===== config.mk =====
export PLATFORM = sky130hd
export DESIGN_NAME = peridot_uart_rxd
export DESIGN_NICKNAME = d
export VERILOG_FILES = /design/src/rtl/peridot_uart_rxd.sv
export SDC_FILE = /design/constraint.sdc
export NUM_CORES = 1
export LEC_CHECK = 0
export CAP_MARGIN = 25
export CORE_MARGIN = 2
export CORE_UTILIZATION = 25
export CTS_CLUSTER_SIZE = 40
export DETAILED_ROUTE_END_ITERATION = 12
export HOLD_SLACK_MARGIN = 0.06
export SLEW_MARGIN = 20
export SYNTH_ARGS = -nofsm -noshare
export SYNTH_HDL_FRONTEND = slang
export SYNTH_SLANG_ARGS = --single-unit

===== constraint.sdc =====
create_clock -name clock_sig -period 2.45 [get_ports clock_sig]
set_input_delay 0.3675 -clock clock_sig [delete_from_list [all_inputs] [get_ports clock_sig]]
set_output_delay 0.3675 -clock clock_sig [all_outputs]
set_load 0.02 [all_outputs]

===== src/rtl/peridot_uart_rxd.sv =====
// peridot_uart_rxd: 8N1 serial receiver with mid-bit sampling feeding a small
// show-ahead FIFO that drives an Avalon-ST source. Framing errors and FIFO
// overruns are reported as single-cycle pulses.
module peridot_uart_rxd #(
   parameter int CLOCK_FREQUENCY = 50000000,
   parameter int UART_BAUDRATE   = 115200,
   parameter int FIFO_DEPTH_BITS = 2
) (
   input  logic       clock_sig,
   input  logic       reset_sig,
   input  logic       rxd,
   input  logic       out_ready,
   output logic       out_valid,
   output logic [7:0] out_data,
   output logic       framing_error,
   output logic       overrun
);

   localparam int BIT_CYCLES  = CLOCK_FREQUENCY / UART_BAUDRATE;
   localparam int HALF_CYCLES = BIT_CYCLES / 2;
   localparam int TW          = $clog2(BIT_CYCLES);
   localparam int PW          = FIFO_DEPTH_BITS + 1;
   localparam int DEPTH       = 1 << FIFO_DEPTH_BITS;

   localparam logic [TW-1:0] BIT_RELOAD  = TW'(BIT_CYCLES - 1);
   localparam logic [TW-1:0] HALF_RELOAD = TW'(HALF_CYCLES - 1);
   localparam logic [TW-1:0] TIMER_ZERO  = {TW{1'b0}};
   localparam logic [PW-1:0] PTR_ONE     = PW'(1);

   typedef enum logic [2:0] {
      ST_IDLE  = 3'd0,
      ST_START = 3'd1,
      ST_DATA  = 3'd2,
      ST_STOP  = 3'd3,
      ST_BREAK = 3'd4
   } state_t;

   // Full when the wrap bits differ and the index bits match.
   function automatic logic fifo_full(input logic [PW-1:0] wr, input logic [PW-1:0] rd);
      return (wr[PW-1] != rd[PW-1]) && (wr[PW-2:0] == rd[PW-2:0]);
   endfunction

   // synchroniser and edge detector
   logic sync1_r, sync2_r, prev_r;
   logic rx_s, fall_s;

   // receiver state
   state_t        state_r, state_nxt_s;
   logic [TW-1:0] timer_r, timer_nxt_s;
   logic [7:0]    shift_r, shift_nxt_s;
   logic [2:0]    bit_idx_r, bit_idx_nxt_s;
   logic          expiry_s, push_req_s, frame_err_s;

   // FIFO state
   logic [7:0]    mem_r [DEPTH];
   logic [PW-1:0] wr_ptr_r, rd_ptr_r, wr_ptr_nxt_s, rd_ptr_nxt_s;
   logic          full_s, pop_s, push_ok_s, overrun_s, empty_nxt_s;
   logic [7:0]    head_nxt_s;

   // registered outputs
   logic          out_valid_r, framing_error_r, overrun_r;
   logic [7:0]    out_data_r;

   assign rx_s   = sync2_r;
   assign fall_s = prev_r && !rx_s;

   // Two-flop synchroniser plus previous-value register; idle-high reset values.
   always_ff @(posedge clock_sig or posedge reset_sig) begin
      if (reset_sig) begin
         sync1_r <= 1'b1;
         sync2_r <= 1'b1;
         prev_r  <= 1'b1;
      end else begin
         sync1_r <= rxd;
         sync2_r <= sync1_r;
         prev_r  <= sync2_r;
      end
   end

   // Receiver next-state: mid-bit timing, start-glitch rejection, stop check.
   always_comb begin
      state_nxt_s   = state_r;
      timer_nxt_s   = timer_r;
      shift_nxt_s   = shift_r;
      bit_idx_nxt_s = bit_idx_r;
      push_req_s    = 1'b0;
      frame_err_s   = 1'b0;
      expiry_s      = (timer_r == TIMER_ZERO);
      case (state_r)
         ST_IDLE: begin
            if (fall_s) begin
               timer_nxt_s = HALF_RELOAD;
               state_nxt_s = ST_START;
            end else begin
               timer_nxt_s = timer_r;
            end
         end
         ST_START: begin
            if (expiry_s) begin
               if (rx_s) begin
                  state_nxt_s = ST_IDLE;
               end else begin
                  timer_nxt_s   = BIT_RELOAD;
                  bit_idx_nxt_s = 3'd0;
                  state_nxt_s   = ST_DATA;
               end
            end else begin
               timer_nxt_s = timer_r - 1'b1;
            end
         end
         ST_DATA: begin
            if (expiry_s) begin
               shift_nxt_s = {rx_s, shift_r[7:1]};
               timer_nxt_s = BIT_RELOAD;
               if (bit_idx_r == 3'd7) begin
                  state_nxt_s = ST_STOP;
               end else begin
                  bit_idx_nxt_s = bit_idx_r + 3'd1;
               end
            end else begin
               timer_nxt_s = timer_r - 1'b1;
            end
         end
         ST_STOP: begin
            if (expiry_s) begin
               timer_nxt_s = TIMER_ZERO;
               if (rx_s) begin
                  push_req_s  = 1'b1;
                  state_nxt_s = ST_IDLE;
               end else begin
                  frame_err_s = 1'b1;
                  state_nxt_s = ST_BREAK;
               end
            end else begin
               timer_nxt_s = timer_r - 1'b1;
            end
         end
         ST_BREAK: begin
            // A held-low line must return high before a new start can begin.
            if (rx_s) begin
               state_nxt_s = ST_IDLE;
            end else begin
               state_nxt_s = ST_BREAK;
            end
         end
         default: begin
            state_nxt_s = ST_IDLE;
            timer_nxt_s = TIMER_ZERO;
         end
      endcase
   end

   // Receiver state registers.
   always_ff @(posedge clock_sig or posedge reset_sig) begin
      if (reset_sig) begin
         state_r   <= ST_IDLE;
         timer_r   <= TIMER_ZERO;
         shift_r   <= 8'h00;
         bit_idx_r <= 3'd0;
      end else begin
         state_r   <= state_nxt_s;
         timer_r   <= timer_nxt_s;
         shift_r   <= shift_nxt_s;
         bit_idx_r <= bit_idx_nxt_s;
      end
   end

   // FIFO control: a pop in the same cycle frees the slot for a push at full.
   always_comb begin
      full_s       = fifo_full(wr_ptr_r, rd_ptr_r);
      pop_s        = out_valid_r && out_ready;
      push_ok_s    = push_req_s && (!full_s || pop_s);
      overrun_s    = push_req_s && !push_ok_s;
      wr_ptr_nxt_s = wr_ptr_r;
      rd_ptr_nxt_s = rd_ptr_r;
      if (push_ok_s) begin
         wr_ptr_nxt_s = wr_ptr_r + PTR_ONE;
      end else begin
         wr_ptr_nxt_s = wr_ptr_r;
      end
      if (pop_s) begin
         rd_ptr_nxt_s = rd_ptr_r + PTR_ONE;
      end else begin
         rd_ptr_nxt_s = rd_ptr_r;
      end
      empty_nxt_s = (wr_ptr_nxt_s == rd_ptr_nxt_s);
      // The head register mirrors mem[rd_ptr]; bypass the byte being written there.
      if (empty_nxt_s) begin
         head_nxt_s = 8'h00;
      end else if (push_ok_s && (wr_ptr_r[PW-2:0] == rd_ptr_nxt_s[PW-2:0])) begin
         head_nxt_s = shift_r;
      end else begin
         head_nxt_s = mem_r[rd_ptr_nxt_s[PW-2:0]];
      end
   end

   // FIFO storage; contents need no reset since the head register masks them.
   always_ff @(posedge clock_sig) begin
      if (push_ok_s) begin
         mem_r[wr_ptr_r[PW-2:0]] <= shift_r;
      end
   end

   // FIFO pointers, registered stream outputs and error pulses.
   always_ff @(posedge clock_sig or posedge reset_sig) begin
      if (reset_sig) begin
         wr_ptr_r        <= {PW{1'b0}};
         rd_ptr_r        <= {PW{1'b0}};
         out_valid_r     <= 1'b0;
         out_data_r      <= 8'h00;
         framing_error_r <= 1'b0;
         overrun_r       <= 1'b0;
      end else begin
         wr_ptr_r        <= wr_ptr_nxt_s;
         rd_ptr_r        <= rd_ptr_nxt_s;
         out_valid_r     <= !empty_nxt_s;
         out_data_r      <= head_nxt_s;
         framing_error_r <= frame_err_s;
         overrun_r       <= overrun_s;
      end
   end

   assign out_valid     = out_valid_r;
   assign out_data      = out_data_r;
   assign framing_error = framing_error_r;
   assign overrun       = overrun_r;

endmodule


After elaboration in Yosys (flattened, before gate mapping) --
Memory sizes are Yosys's and may differ from the RTL's. Cells that the tools add are included.
Word-level totals: bits in writable memories 32, bits in registers 43, output and inout bits 11, word-level logic and storage cells 85, memories 1, input port bits 4
Operators by class: add/sub/neg operators 4, muxes and demuxes 31, equality and inequality tests 17, reductions and logical operators 18, bitwise operators 1
Memories:
- mem_r | depth 4, width 8, read ports 1, clocked after Yosys merged registers in 0, write ports 1, RTL line 55 | logic [7:0] mem_r [DEPTH];
Operators with widths (count):
- 9-bit two-way mux | 5
- 9-bit case mux with 5 select lines | 1
- 3-bit two-way mux | 12
- 8-bit two-way mux | 2
- 3-bit case mux with 5 select lines | 1
- 2-bit != test (second input constant) | 7
- 5-bit AND reduction | 2
- 3-bit by 1-bit adder with 3-bit output (second input constant) | 3
- 9-bit zero test | 1
- 9-bit by 1-bit subtractor with 9-bit output (second input constant) | 1
- 1-bit two-way mux | 8
- 3-bit by 2-bit equality test with 1-bit output (second input constant) | 2
- 3-bit equality test (second input constant) | 2
- 1-bit logical AND | 6
- 3-bit case mux with 2 select lines | 1
- 2-bit equality test | 2
- 1-bit zero test | 4
- 3-bit by 1-bit equality test with 1-bit output (second input constant) | 1
- 3-bit equality test | 1
- 3-bit zero test | 1
- 3-bit != test (second input constant) | 1
- 3-bit AND reduction | 1
- 2-bit two-way mux | 1
- 2-bit AND reduction | 1
- 4 further kinds | 4

Depth between registers and ports, before layout --
Gate-level depths: netlist (run 1).
depth after elaboration 8, gate-level depth with buffers 8, mapped depth without buffers 7

Least setup slack after synthesis (run 1) --
Ideal clock, no wire load.
path kind reg-to-reg, start register rd_ptr_r[0], end register out_data_r[0] (netlist: out_data[0]), path slack 0.329 ns, cell stages (with the launch flop) 7, data required time 2.322 ns, arrival 1.993 ns, library setup time 0.128 ns, period minus slack after synthesis 2.121 ns, buffers on the path 0, path through dfrtp_1 > ha_1 > and3_1 > a21oi_1 > mux4_2 > inv_1 > o2bb2ai_1
On the way: cells in the longest elaborated chain, start to end 8, elaborated cells on any way between the ends 14, those cells by class 1 x add/sub; 3 x eq/ne; 4 x mux; 5 x reduce/logical; 1 x memory
Ends and longest elaborated chain:
- start, declared | RTL line 56 | logic [PW-1:0] wr_ptr_r, rd_ptr_r, wr_ptr_nxt_s, rd_ptr_nxt_s;
- start signal, assigned | RTL line 208 | rd_ptr_r <= {PW{1'b0}};
- start signal, assigned | RTL line 215 | rd_ptr_r <= rd_ptr_nxt_s;
- parallel branches: the longest is 7 deep, another holds memory read 4 x 8 bit
- 8-bit two-way mux * | RTL line 188 | if (empty_nxt_s) begin
- net head_nxt_s[0] | RTL line 58 | logic [7:0] head_nxt_s;
- end signal, assigned | RTL line 217 | out_data_r <= head_nxt_s;
- end, declared | RTL line 62 | logic [7:0] out_data_r;
Mark *: on every way through the listed nets, which the timed path passes. A chain may end at the register's enable or synchronous reset.

Final worst setup path (run 1) --
start register timer_r[0], end register shift_r[1]
On the way: cells in the longest elaborated chain, start to end 2
Ends and longest elaborated chain:
- start, declared | RTL line 49 | logic [TW-1:0] timer_r, timer_nxt_s;
- start signal, assigned | RTL line 162 | timer_r <= timer_nxt_s;
- 9-bit zero test | RTL line 88 | expiry_s = (timer_r == TIMER_ZERO);
- 2-bit AND reduction (no line)
- end signal, assigned | RTL line 163 | shift_r <= shift_nxt_s;
- end, declared | RTL line 50 | logic [7:0] shift_r, shift_nxt_s;
Every way passes these cells.

==> results of run 1 <==
==> layout make-up <==
type / count / area [µm²]
Fill cell: 1358 / 9570
Clock inverter: 7 / 58.8
Tap cell: 180 / 225
Clock buffer: 9 / 225
Inverter: 17 / 63.8
Sequential cell: 75 / 2040
Timing Repair Buffer: 30 / 260
Multi-Input combinational cell: 162 / 1380
==> metrics by stage <==
step           utilization (%)  setup WS (ns)  instance area [µm²]  cells  hold slack [ns]
6_report                  30.8          0.193                 4250    480            0.356
5_1_grt                   30.8        0.00972                 4250    480            0.359
4_1_cts                   30.8          0.165                 4250    480            0.356
3_5_place_dp              28.7         0.0350                 3970    464            0.347
3_3_place_gp              28.7         0.0968                 3970    464            0.347
2_1_floorplan                -          0.329                 3520    261            0.345
==> routing by layer <==
layer,GRT usage (%),routed length [µm],vias to the layer above
met1,11.9,3070,1018
met3,3.76,221,4
met4,2.59,48,0
met5,0,0,-
li1,-,-,1033
met2,14.7,3150,27
==> logic make-up (layout without fill, tap and decap cells) <==
family	count (synthesis)	after routing	share of synthesized area (%)
DFF	75	75	58.0
and+or+nand+nor	71	71	12.7
AOI/OAI and AO/OA	54	54	11.5
buffers and inverters	24	63	2.74
muxes	17	17	8.00
xor gates and xnor gates	11	11	3.91
adders and majority gates	9	9	3.20
==> final timing paths <==
check	slack, ns	cells past startpoint	from	to
worst max register to register	0.19	6	timer_r[0]	shift_r[1]
min in group asynchronous	0.49	3	reset_sig	out_data[6]
worst min-delay path	0.36	0	sync1_r	rx_s
max in group asynchronous	1.56	3	reset_sig	shift_r[0]
worst max-delay path	0.19	6	timer_r[0]	shift_r[1]
worst min register to register	0.36	0	sync1_r	rx_s
==> Yosys cell counts, drive strengths merged (2+ instances only) <==
library cell,number
a21oi,9
and3,2
nand3,5
buf,4
nand2b,4
o21ai,10
a211oi,2
nor2b,2
clkbuf,3
xor2,2
ha,9
and2,6
dfrtp,40
mux2,9
nand4,2
xnor2,8
nor4b,2
nand2,16
inv,17
mux4,8
o211ai,2
o21a,2
dfstp,3
nor3,4
nor4,4
or4,2
edfxtp,32
a22o,3
nor2,17
a21o,3
a22oi,2
o2bb2ai,8
o31ai,3
o31a,2
==> flip-flops by register name, indices dropped and copies added, names as in the netlist, 3 cells and up <==
| register | flops |
|---|---|
| bit_idx_r | 3 |
| mem_r | 32 |
| out_data | 8 |
| rd_ptr_r | 3 |
| shift_r | 8 |
| state_r | 3 |
| timer_r | 9 |
| wr_ptr_r | 3 |
==> where the power goes <==
| part | switching (mW) | total [mW] | leakage, nW | internal (mW) |
|---|---|---|---|---|
| logic | 0.730 | 1.43 | 0.713 | 0.701 |
| registers | 0.186 | 1.66 | 0.858 | 1.48 |
| clock network | 0.550 | 1.25 | 0.139 | 0.703 |
| total | 1.47 | 4.35 | 1.71 | 2.88 |
==> out/metrics.csv, run 1 <==
metric,value,unit
gr-total-overflow,0,
ant_nets,0,
dieArea,0.0150,mm²
postCtsSetupRepairBufs,0,
relSlewSlack,61.4,%
setup_viol_count_final,0,
fp.dieW,123,µm
synth_area_leaders,"dfrtp_1 (28%), edfxtp_1 (27%), mux4_2 (5.1%)",
synth.yosys.seq_area_share,58.0,%
die_h,123,µm
total_leakage_power,1.71,nW
clock_latency,0.34,ns
hpwl,4.52,mm
clock_path_buffers,2,
worstPathArrival,2.47,ns
cts_tree,done,
nNetsFinal,308,
cts_root_buf,clkbuf_16,
maxCapViolations,0,
synth_seq_cells,75,
drt_wl_total,6.48,mm
track_usage,9.31,%
ir_drop,0.350,mV
place_congestion,0.792,
initial_core_util,25.4,%
row_count,43,
end_kind,flip-flop,
vias_per_cell,4.34,
setup_tns,0,ns
skew,0.0112,ns
slowest_delay,0.44,ns
yosys_warnings,0,
start_kind,flip-flop,
tightest_slew,0.580,ns
clkSinkCount,75,
outcome,finished clean,
finalHoldViolations,0,
ctsHoldBuffers,0,
grt_pass1_vias,2137,
crit_path_top_delay_cell,nor3_4,
drt_drc_violations_left,0,
cts_resized,0,
synth_ff_type,dfrtp_1,
drt_iter0_drc,62,
path_class,flip-flop to flip-flop,
grt_pass1_wl,10.7,mm
synth_area,0.00352,mm²
critPathTopFamily,simple AND/OR/NAND/NOR gates,
antenna_cells,0,
synthToLayoutAreaGrowth,21.0,%
rsz0062_at_grt,false,
power_density,1020,mW/mm²
hold_class,flip-flop to flip-flop,
ios,15,
htreeDepth,3,
syn_inst,261,
place.port_buffers,14,
min_period,2.26,ns
synth_edf_count,32,
async_flop_share,57.3,%
fin_crit_sh,92.1,%
syn_area_per_cell,13.5,µm²
grt_max_degree,44,
crit_chain,"inv_1, ha_1, nor4b_2, nand2_1, nor3_4, mux2_1",
synth_top_area_share,28.5,%
fmax,443,MHz
cts_inserted_buffers,9,
synth_top_area_cell,dfrtp_1,
layout_common_cells,"dfrtp_1 (40), edfxtp_1 (32), nor2_1 (17)",
vias,2082,
synth.net_count,274,
final-max-slew-violation-count,0,
drtPass1Iterations,4,
clk_transition_reported_paths,0.06,ns
drive_above_1_share,19.0,%
cp_num_buf_inv,1,
core_area,0.0138,mm²
final_common_cell,dfrtp_1,
cp.required,2.66,ns
antenna_found_initial,0,
synth_cell_type_count,62,
p_total,4.35,mW
routedWlPerCell,13.5,µm
crit_fanout,8,
No activity file was read; power rests on OpenSTA's default activity.
==> inputs of run 2 (changes only) <==
==> constraint.sdc (replaced) <==
create_clock -name clock_sig -period 2.7 [get_ports clock_sig]
set_input_delay 0.405 -clock clock_sig [delete_from_list [all_inputs] [get_ports clock_sig]]
set_output_delay 0.405 -clock clock_sig [all_outputs]
set_load 0.02 [all_outputs]
==> out/metrics.csv, run 2 (same netlist as run 1, synthesis figures left out) <==
metric,value,unit,change
final_common_cell,dfrtp_1,,
hpwl,4.62,mm,+2.2%
cp.required,2.90,ns,+0.24 ns
outcome,finished clean,,
use_met2,15.6,%,+0.90 points
largest_register_ffs,32,,unchanged
place.port_buffers,14,,unchanged
drt_drc_violations_left,0,,unchanged
place_congestion,0.789,,-0.40%
p_total,4.10,mW,-5.7%
fmax,431,MHz,-2.6%
track_usage,9.80,%,+0.49 points
crit_end,out_data[5],,
cp-startpoint,wr_ptr_r[1],,
final_area,0.00427,mm²,+0.44%
drtPass1Iterations,4,,unchanged
r2r_slack,0.38,ns,+0.19 ns
drive_above_1_share,17.1,%,-1.9 points
vias_per_cell,4.45,,+2.6%
ant_nets,0,,unchanged
power_density,960,mW/mm²,-6.1%
crit_fanout,8,,unchanged
cts_root_buf,clkbuf_16,,
start_kind,flip-flop,,
grt_max_degree,26,,-41%
skew,0.00953,ns,-0.00165 ns
relSlewSlack,61.9,%,+0.55 points
hp-start,sync1_r,,
layout_common_cells,"dfrtp_1 (40), edfxtp_1 (32), nor2_1 (17)",,
setup_viol_count_final,0,,unchanged
worstPathArrival,2.52,ns,+0.05 ns
placedCellCount,457,,-1.5%
met1_usage,12.4,%,+0.59 points
total_leakage_power,1.71,nW,-0.25%
nNetsFinal,301,,-2.3%
tightest_slew,0.571,ns,-0.00831 ns
stdcell_count,473,,-1.5%
die_h,123,µm,unchanged
grt_pass1_wl,11.4,mm,+6.3%
clock_path_buffers,2,,unchanged
clkSinkCount,75,,unchanged
setup_tns,0,ns,unchanged
top_usage_layer,met2,,
hold_class,flip-flop to flip-flop,,
ios,15,,unchanged
initial_core_util,25.4,%,unchanged
cts_inserted_buffers,9,,unchanged
synthToLayoutAreaGrowth,21.5,%,
finalHoldViolations,0,,unchanged
gr-usage-met3,3.25,%,-0.51 points
antenna_cells,0,,unchanged
vias,2104,,+1.1%
fillCellCount,1354,,-0.29%
path_class,flip-flop to flip-flop,,
gr-total-overflow,0,,unchanged
row_count,43,,unchanged
cts_resized,0,,unchanged
drt_wl_total,6.45,mm,-0.52%
min_period,2.32,ns,+0.0610 ns
dieArea,0.0150,mm²,unchanged
postCtsSetupRepairBufs,0,,unchanged
regToRegEndpoint,out_data[5],,
final-max-slew-violation-count,0,,unchanged
core_area,0.0138,mm²,unchanged
htreeDepth,3,,unchanged
drt_iter0_drc,114,,+84%
ctsHoldBuffers,0,,unchanged
fp.dieW,123,µm,unchanged
maxCapViolations,0,,unchanged
r2r_cells,6,,unchanged
placed_area,0.00394,mm²,-0.69%
grt_pass1_vias,2243,,+5.0%
clk_transition_reported_paths,0.06,ns,about the same
routedWlPerCell,13.6,µm,+0.95%
cts_tree,done,,
clock_latency,0.34,ns,about the same
r2r_start,wr_ptr_r[1],,
rsz0062_at_grt,false,,
antenna_found_initial,0,,unchanged
fin_crit_sh,85.8,%,-6.3 points
ir_drop,0.276,mV,-21%
end_kind,flip-flop,,
## run 2: how the worst min path moves through the flow
stage                end  slack, ns  depth (start not counted)
floorplan           rx_s       0.35                          0
global placement    rx_s       0.35                          0
detailed placement  rx_s       0.35                          0
CTS                 rx_s       0.36                          0
global route        rx_s       0.36                          0
finish              rx_s       0.36                          0
## run 2: report_power, final
group / internal (mW) / leakage [nW] / switching (mW)
Clock: 0.825 / 0.159 / 0.499
Sequential: 1.34 / 0.858 / 0.213
Combinational: 0.607 / 0.689 / 0.616
Total: 2.77 / 1.71 / 1.33
## run 2: per-layer routing
metal	wire length [µm]	vias up
met5	0	-
met4	47	0
met3	218	4
met2	3100	28
met1	3080	1051
li1	-	1021
## run 2: stage by stage
stage / util, % / hold WS, ns / setup WS (ns)
final: 30.9 / 0.357 / 0.382
after global routing: 30.9 / 0.361 / 0.178
after CTS: 30.9 / 0.358 / 0.373
after detailed placement: 28.5 / 0.349 / 0.152
after global placement: 28.5 / 0.348 / 0.261
after floorplan: - / 0.345 / 0.579
## run 2: cell type report
cell class / instances / area, µm² / share of cell area (%)
sequential: 75 / 2040 / 47.8
inverter: 17 / 63.8 / 1.49
clock buffer: 9 / 225 / 5.27
multi-input combinational: 162 / 1380 / 32.3
clock inverter: 7 / 105 / 2.46
tap: 180 / 225 / 5.27
timing repair buffer: 23 / 233 / 5.45
## run 2: worst max-delay path: stages (launching register included)
cell and delay (ns):
dfrtp_1 0.50, inv_1 0.13, ha_1 0.36, or4_1 0.52
a31o_1 0.28, a22oi_4 0.27, o2bb2ai_1 0.13
==> inputs of run 3 (changes only) <==
--- a/config.mk
+++ b/config.mk
@@ -11,7 +11,9 @@
 export CTS_CLUSTER_SIZE = 40
 export DETAILED_ROUTE_END_ITERATION = 12
 export HOLD_SLACK_MARGIN = 0.06
+export MAX_ROUTING_LAYER = met4
 export SLEW_MARGIN = 20
 export SYNTH_ARGS = -nofsm -noshare
 export SYNTH_HDL_FRONTEND = slang
 export SYNTH_SLANG_ARGS = --single-unit
+export TNS_END_PERCENT = 100
==> out/metrics.csv, run 3 (same netlist as run 1, synthesis figures left out) <==
metric,value,unit,change
tightest_slew,0.567,ns,-0.00466 ns
die_h,123,µm,unchanged
clock_path_buffers,2,,unchanged
row_count,43,,unchanged
ant_nets,0,,unchanged
setup_viol_count_final,0,,unchanged
drtPass1Iterations,4,,unchanged
nNetsFinal,301,,unchanged
stdcell_count,473,,unchanged
synthToLayoutAreaGrowth,21.5,%,unchanged
antenna_cells,0,,unchanged
cts_root_buf,clkbuf_16,,
hp-start,sync1_r,,
rsz0062_at_grt,false,,
power_density,960,mW/mm²,about the same
clkSinkCount,75,,unchanged
setup_tns,0,ns,unchanged
gr-total-overflow,0,,unchanged
ctsHoldBuffers,0,,unchanged
vias_per_cell,4.43,,-0.48%
start_kind,flip-flop,,
fmax,432,MHz,about the same
antenna_found_initial,0,,unchanged
clock_latency,0.33,ns,about the same
ir_drop,0.273,mV,-1.1%
final_common_cell,dfrtp_1,,
drt_iter0_drc,119,,+4.4%
fin_crit_sh,85.8,%,about the same
grt_pass1_vias,2240,,-0.13%
end_kind,flip-flop,,
htreeDepth,3,,unchanged
whs_endpoint,rx_s,,
hpwl,4.62,mm,unchanged
initial_core_util,25.4,%,unchanged
cp.required,2.90,ns,about the same
postCtsSetupRepairBufs,0,,unchanged
outcome,finished clean,,
p_total,4.10,mW,about the same
vias,2094,,-0.48%
clk_transition_reported_paths,0.06,ns,about the same
maxCapViolations,0,,unchanged
ios,15,,unchanged
cts_resized,0,,unchanged
total_leakage_power,1.71,nW,unchanged
drive_above_1_share,17.1,%,unchanged
routedWlPerCell,13.6,µm,about the same
hold_depth,0,,unchanged
regToRegEndpoint,out_data[5],,
r2r_cells,6,,unchanged
grt_pass1_wl,11.4,mm,about the same
finalHoldViolations,0,,unchanged
fp.dieW,123,µm,unchanged
grt_max_degree,26,,unchanged
dieArea,0.0150,mm²,unchanged
track_usage,10.0,%,+0.24 points
min_period,2.32,ns,-0.00125 ns
relSlewSlack,62.2,%,+0.31 points
core_area,0.0138,mm²,unchanged
layout_common_cells,"dfrtp_1 (40), edfxtp_1 (32), nor2_1 (17)",,
cts_inserted_buffers,9,,unchanged
final_area,0.00427,mm²,unchanged
place_congestion,0.800,,+1.4%
skew,0.0107,ns,+0.00121 ns
hold_class,flip-flop to flip-flop,,
worst_slack,0.384,ns,+0.00125 ns
placed_area,0.00394,mm²,unchanged
r2r_slack,0.38,ns,about the same
drt_wl_total,6.44,mm,about the same
whs,0.357,ns,+0.00000100 ns
placedCellCount,457,,unchanged
cts_tree,done,,
utilization,30.9,%,unchanged
path_class,flip-flop to flip-flop,,
r2r_start,wr_ptr_r[1],,
drt_drc_violations_left,0,,unchanged
crit_fanout,8,,unchanged
final-max-slew-violation-count,0,,unchanged
worstPathArrival,2.52,ns,about the same
place.port_buffers,14,,unchanged
largest_register_ffs,32,,unchanged
place_ws,0.152,ns,unchanged
## run 3: cell counts in the layout (fill, tap and decap cells not counted)
Identical to the previous run, type by type.
## run 3: report_power, final
group | internal, mW | switching, mW | total [mW] | leakage (nW)
Combinational | 0.607 | 0.617 | 1.22 | 0.689
Clock | 0.825 | 0.498 | 1.32 | 0.159
Sequential | 1.34 | 0.213 | 1.55 | 0.858
## run 3: layout make-up
class,count,area (µm²)
fill,1354,9550
sequential,75,2040
multi-input combinational,162,1380
timing repair buffer,23,233
clock buffer,9,225
tap,180,225
clock inverter,7,105
inverter,17,63.8
## run 3: routing by layer
layer  global-route usage [%]  up-vias  wire, µm
li1                         -     1020         -
met1                     12.5     1038      3100
met2                     15.5       29      3070
met3                     2.97        7       224
met4                     3.59        0        53
met5                        -        -         0
## run 3: worst max-delay path, stage by stage (launching register included)
cell and delay [ns]:
dfrtp_1 0.50, inv_1 0.13, ha_1 0.36, or4_1 0.52, a31o_1 0.28, a22oi_4 0.27, o2bb2ai_1 0.13
## run 3: worst max-delay path by stage
stage,depth (start not counted),slack [ns],to,startpoint
6_report,6,0.38,out_data[5],wr_ptr_r[1]
5_1_grt,6,0.18,shift_r[6],timer_r[0]
4_1_cts,6,0.37,out_data[5],wr_ptr_r[1]
3_5_place_dp,5,0.15,mem_r[0][3],out_ready
3_3_place_gp,5,0.26,mem_r[1][5],out_ready
2_1_floorplan,6,0.58,out_data[0],rd_ptr_r[0]
